$ cat config.mk
export PLATFORM = sky130hd
export DESIGN_NAME = alu_arbiter
export DESIGN_NICKNAME = d
export VERILOG_FILES = /design/src/rtl/alu_arbiter_pkg.sv /design/src/rtl/alu_arbiter_alu.sv /design/src/rtl/alu_arbiter.sv
export SDC_FILE = /design/constraint.sdc
export NUM_CORES = 1
export LEC_CHECK = 0
export ABC_AREA = 1
export BUFFER_PORTS_ARGS = -buffer_cell sky130_fd_sc_hd__buf_2
export CAP_MARGIN = 20
export CORE_ASPECT_RATIO = 1.4
export CORE_UTILIZATION = 26
export DETAILED_ROUTE_END_ITERATION = 12
export PLACE_DENSITY = 0.54
export SETUP_SLACK_MARGIN = 0.1
export SYNTH_ARGS = -nofsm -noshare
export SYNTH_HDL_FRONTEND = slang
export SYNTH_SLANG_ARGS = --single-unit
$ cat constraint.sdc
create_clock -name clk -period 5.1 [get_ports clk]
set_clock_uncertainty 0.05 [all_clocks]
set_input_delay 0.765 -clock clk [delete_from_list [all_inputs] [get_ports clk]]
set_output_delay 0.765 -clock clk [all_outputs]
set_load 0.1 [all_outputs]
$ cat src/rtl/alu_arbiter_pkg.sv
// Shared definitions for the two-requester ALU arbiter: op codes, width default,
// output-register state encoding and the operand bundle handed to the ALU.
package alu_arbiter_pkg;

  localparam int DATA_W_DEF = 32;

  localparam logic [3:0] OP_AND = 4'b0000;
  localparam logic [3:0] OP_OR  = 4'b0001;
  localparam logic [3:0] OP_ADD = 4'b0010;
  localparam logic [3:0] OP_SUB = 4'b0110;

  // Output register state: one result slot, so EMPTY or FULL.
  typedef logic [0:0] out_state_t;
  localparam out_state_t ST_EMPTY = 1'b0;
  localparam out_state_t ST_FULL  = 1'b1;

  typedef struct packed {
    logic [3:0]            op;
    logic [DATA_W_DEF-1:0] a;
    logic [DATA_W_DEF-1:0] b;
  } alu_req_t;

endpackage

$ cat src/rtl/alu_arbiter_alu.sv
// Combinational ALU: AND, OR, ADD, SUB; any other op code passes operand A.
module alu_arbiter_alu
  import alu_arbiter_pkg::*;
#(
  parameter int DATA_W = DATA_W_DEF
) (
  input  logic [3:0]        op,
  input  logic [DATA_W-1:0] a,
  input  logic [DATA_W-1:0] b,
  output logic [DATA_W-1:0] y
);

  always_comb begin
    y = a;
    case (op)
      OP_AND:  y = a & b;
      OP_OR:   y = a | b;
      OP_ADD:  y = a + b;
      OP_SUB:  y = a - b;
      default: y = a;
    endcase
  end

endmodule

$ cat src/rtl/alu_arbiter.sv
// Two requesters share one ALU behind a single result register.
// Define ALU_ARB_ROUND_ROBIN_EN for last-grant round robin; default is fixed priority to requester 0.
module alu_arbiter
  import alu_arbiter_pkg::*;
#(
  parameter int DATA_W = DATA_W_DEF
) (
  input  logic              clk,
  input  logic              reset,
  input  logic              req0_valid,
  output logic              req0_ready,
  input  logic [DATA_W-1:0] req0_a,
  input  logic [DATA_W-1:0] req0_b,
  input  logic [3:0]        req0_op,
  input  logic              req1_valid,
  output logic              req1_ready,
  input  logic [DATA_W-1:0] req1_a,
  input  logic [DATA_W-1:0] req1_b,
  input  logic [3:0]        req1_op,
  output logic              rsp_valid,
  input  logic              rsp_ready,
  output logic              rsp_id,
  output logic [DATA_W-1:0] rsp_result,
  output logic              rsp_zero
);

  out_state_t        state;
  logic              accept_ok;
  logic              grant1;
  logic              accept;
  alu_req_t          sel;
  logic [DATA_W-1:0] alu_y;

  // Free slot now, or the held result leaves this same cycle.
  assign accept_ok = !reset && ((state == ST_EMPTY) || rsp_ready);

`ifdef ALU_ARB_ROUND_ROBIN_EN
  logic last_grant;

  always_comb begin
    grant1 = 1'b0;
    if (req0_valid && req1_valid) grant1 = !last_grant;
    else                          grant1 = req1_valid;
  end

  always_ff @(posedge clk) begin
    if (reset)       last_grant <= 1'b1;
    else if (accept) last_grant <= grant1;
  end
`else
  assign grant1 = !req0_valid && req1_valid;
`endif

  assign req0_ready = accept_ok && req0_valid && !grant1;
  assign req1_ready = accept_ok && req1_valid &&  grant1;
  assign accept     = req0_ready || req1_ready;

  always_comb begin
    sel = grant1 ? '{op: req1_op, a: req1_a, b: req1_b}
                 : '{op: req0_op, a: req0_a, b: req0_b};
  end

  alu_arbiter_alu #(.DATA_W(DATA_W)) u_alu (
    .op (sel.op),
    .a  (sel.a),
    .b  (sel.b),
    .y  (alu_y)
  );

  always_ff @(posedge clk) begin
    if (reset) begin
      state      <= ST_EMPTY;
      rsp_result <= '0;
      rsp_zero   <= 1'b0;
      rsp_id     <= 1'b0;
    end else if (accept) begin
      state      <= ST_FULL;
      rsp_result <= alu_y;
      rsp_zero   <= (alu_y == '0);
      rsp_id     <= grant1;
    end else if (state == ST_FULL && rsp_ready) begin
      state      <= ST_EMPTY;
    end
  end

  assign rsp_valid = (state == ST_FULL);

endmodule

==> impl_results.md <==
* Final Critical Period at ~4.6 ns
* Register bit total from synthesis at 35
* IO Port Bufs at 177
* Register share of total power at ~18%
* Total overflow reported by the global router at 0
* Worst skew pair latency at roughly 0.27 ns
* Clock Power Share at between 10% and 20%
* FP Rows at 67
* Worst Setup SP: req1_valid
* Num CTS Buffers at 5
* Post-synthesis sequential area ratio at 10.9%
* Wire length per cell at about 15 µm
* CTS tree: yes
* Worst rel slew slack at 51.5%
* Gr usage total at approximately a fifth
* Synth top area cells: nand2_1, inv_1, dfxtp_1
* GP Congestion at approximately 0.90
* Area leader, netlist: nand2_1
* RR Startpoint: rsp_valid$_SDFFE_PP0P_
* Final setup fails at 0
* Actual slew at the worst max-slew pin at between 0.7 and 0.8 ns
* H-tree depth at 2
* Overall die width at between 100 and 150 µm
* R2r setup slk at ~2.9 ns
* Synth Cell Area at 0.00640 mm²
* Core ar. at 0.0241 mm²
* Num ports at approximately 180
* TritonCTS Sinks at 35
* Sw Ratio at a little over half
* P_sw at 951 µW
* Syn avg cell area at ~5.2 µm²
* Crit path launch type: input pin
* CP Class: in -> reg
* Max VDD drop at 137 µV
* Post-DP HPWL at ~21 mm
* Clock tree root buffer cell: clkbuf_16
* Syn Inst Count at about 1.2k
* WL final at approximately 25 mm
* Final hold viol count at 0
* Worst-path clk slew at about 0.05 ns
* CTS Buffer Depth at 2
* Die area at between 0.02 and 0.03 mm²
* Synth cell types at 41
* Placed Area at between 0.007 and 0.008 mm²
* Initial cell density of the core at between 20% and 30%
* Final worst path period share at around nine tenths
* Chip Height at 188 µm
* Post-synth ARST share at 0%
* Layout area overhead at 21.8%
* Final ANT Viol Nets at 0
* Diodes inserted at 0
* Initial DRT Pass Iterations at 6
* Vias at between 7k and 8k
* Post-Route Setup TNS at 0 ns
* RSZ-0062 raised after global routing: no
* Initial antenna violation count at 0
* Setup crit end kind: register
* Fmax at ~220 MHz
* Fin cells at roughly 1.7k
* P per Cell Area at about 230 mW/mm²
* Final Util at roughly a third
* Placed Cells at roughly 1.7k
* Synthesized Nets at 1,395
* Number of global-route vias before repair at 7,715
* Comb pwr share at ~66%
* Slew Limit Fails at 0
* DR DRC count at 0
* Hold crit path type: reg -> reg
* Largest net degree at the start of global routing at 37
* Fin Hold WS at 0.442 ns
* Main flop type after synthesis: dfxtp_1
* Syn. warnings at 0
* Status: finished clean
* Vias/cell at 4.69
* Hold-fix buffers at CTS at 0
* Max-cap violations at 0
* Int Power at 821 µW
* First-pass GRT wire length at a little under 40 mm
* Number of synthesized flops with an enable pin at 0
* Share of cells above drive strength 1 at 19.6%
* Design area at 0.00780 mm²
* Arrival @ worst endpoint at roughly 4.7 ns
* Maximum fanout along the worst path at 6
* Yosys top cell area share at 21.5%
* Req. time, crit path at 5.26 ns
* Leakage Power at between 4 and 5 nW
* 1st-iter DRT viols at between 400 and 500
* Hold Startpoint: rsp_valid$_SDFFE_PP0P_
* Nets at 1,565
-- cell families (layout without fill, tap and decap cells) --
logic type	Yosys count	after routing	synth area share, %
xor+xnor	29	29	3.97
compound gates	200	200	16.8
simple gates	673	674	45.8
buf+inv	254	424	16.1
flops	35	35	10.9
fa+ha+maj	31	31	6.18
mux	1	1	0.156
-- state kept, by name (all words and copies together), names as in the netlist --
register,count
rsp_valid,1
rsp_zero,1
rsp_result,32
rsp_id,1
-- synth_stat cells, types with 2 or more instances --
cell type and number:
nand2_1 366, o21ai_1 23, nor2_4 4, inv_1 212, xnor2_1 8, or2_2 23
nand3_2 2, o21ai_0 96, nor3_1 9, nor2_1 132, a21o_1 3, o31ai_1 2
clkinv_1 3, dfxtp_1 35, buf_6 4, ha_1 30, nand3_1 68, o211ai_1 19
buf_8 2, buf_1 2, xor2_1 21, buf_4 5, nor2_2 8, buf_2 7
inv_2 3, nand3b_1 21, nand2_2 20, o21bai_1 2, clkbuf_1 16, a21oi_1 51
nand4_1 16
-- worst max-delay path, stage by stage --
cell and delay, ns:
buf_2 0.17, inv_2 0.08, nor2_4 0.22, buf_4 0.16, nand2_1 0.05, nand2_1 0.12, nand2_2 0.08, nor2_2 0.14
nand2_1 0.10, nor2_4 0.21, nand3_2 0.10, nor2_2 0.15, nand2_2 0.09, nor2_4 0.12, nor2_1 0.06, xor2_1 0.15
ha_1 0.36, a21oi_1 0.15, inv_1 0.08, a21oi_1 0.27, o21ai_0 0.15, a21oi_1 0.21, nand3b_1 0.10, nand3_1 0.17
nand2_1 0.14, nor2_1 0.13, nand4_1 0.09, a21oi_1 0.12
-- layout make-up --
class | instances | area [µm²]
clock buffers | 7 | 133
flip-flops and latches | 35 | 701
inverters | 218 | 822
well taps | 310 | 388
multi-input cells | 935 | 4700
clock inverters | 1 | 5.00
repair buffers | 198 | 1050
fillers | 2812 | 16300
-- routing by layer --
| layer | GRT usage [%] | up-vias | routed length [µm] |
|---|---|---|---|
| met5 | 0 | - | 0 |
| met4 | 7.26 | 0 | 983 |
| met3 | 1.51 | 54 | 929 |
| met2 | 38.1 | 258 | 13100 |
| met1 | 21.5 | 3503 | 9990 |
| li1 | - | 4176 | - |
-- worst paths after layout --
kind | end | cells after the start
worst max register to register | rsp_zero$_SDFFE_PP0P_ | 16
worst min register to register | rsp_valid$_SDFFE_PP0P_ | 2
worst max-delay path | rsp_zero$_SDFFE_PP0P_ | 28
worst min-delay path | rsp_valid$_SDFFE_PP0P_ | 2
-- power by group through the flow --
stage	logic [mW]	clock network [mW]	registers [mW]
after floorplan	0.663	0	0.502
after global placement	1.15	0	0.320
after detailed placement	1.15	0	0.321
after CTS	1.16	0.294	0.315
after global routing	1.29	0.304	0.317
final	1.17	0.288	0.315
-- stage by stage --
step,setup WS [ns],power [mW]
2_1_floorplan,1.12,1.16
3_3_place_gp,0.172,1.47
3_5_place_dp,0.0842,1.47
4_1_cts,0.363,1.77
5_1_grt,0.119,1.91
6_report,0.529,1.77
-- cell usage in the layout, fill, tap and decap left out, drive strengths merged --
cell | synthesis | routed
a211oi | 1 | 1
nand3b | 21 | 21
o21bai | 2 | 2
o21ai | 120 | 120
ha | 30 | 30
buf | 20 | 198
xor2 | 21 | 21
o211ai | 19 | 19
a21o | 3 | 3
nor4 | 1 | 1
a22oi | 1 | 1
mux2i | 1 | 1
clkinv | 3 | 3
or2 | 23 | 23
nand2 | 387 | 387
xnor2 | 8 | 8
clkbuf | 16 | 7
nor3 | 9 | 9
clkinvlp | 0 | 1
inv | 215 | 215
and2 | 1 | 1
a21oi | 51 | 51
nand4 | 16 | 16
o21a | 1 | 1
fa | 1 | 1
nand3 | 70 | 70
and3 | 1 | 1
nor2 | 144 | 145
dfxtp | 35 | 35
o31ai | 2 | 2
-- repair_timing --
| action | 4_1_cts | 5_1_grt |
|---|---|---|
| resized for setup | 0 | 9 |
| setup buffers | 0 | 4 |
| setup endpoints to repair | 0 | 1 |
Note: power is estimated with default switching activity, not from simulation.
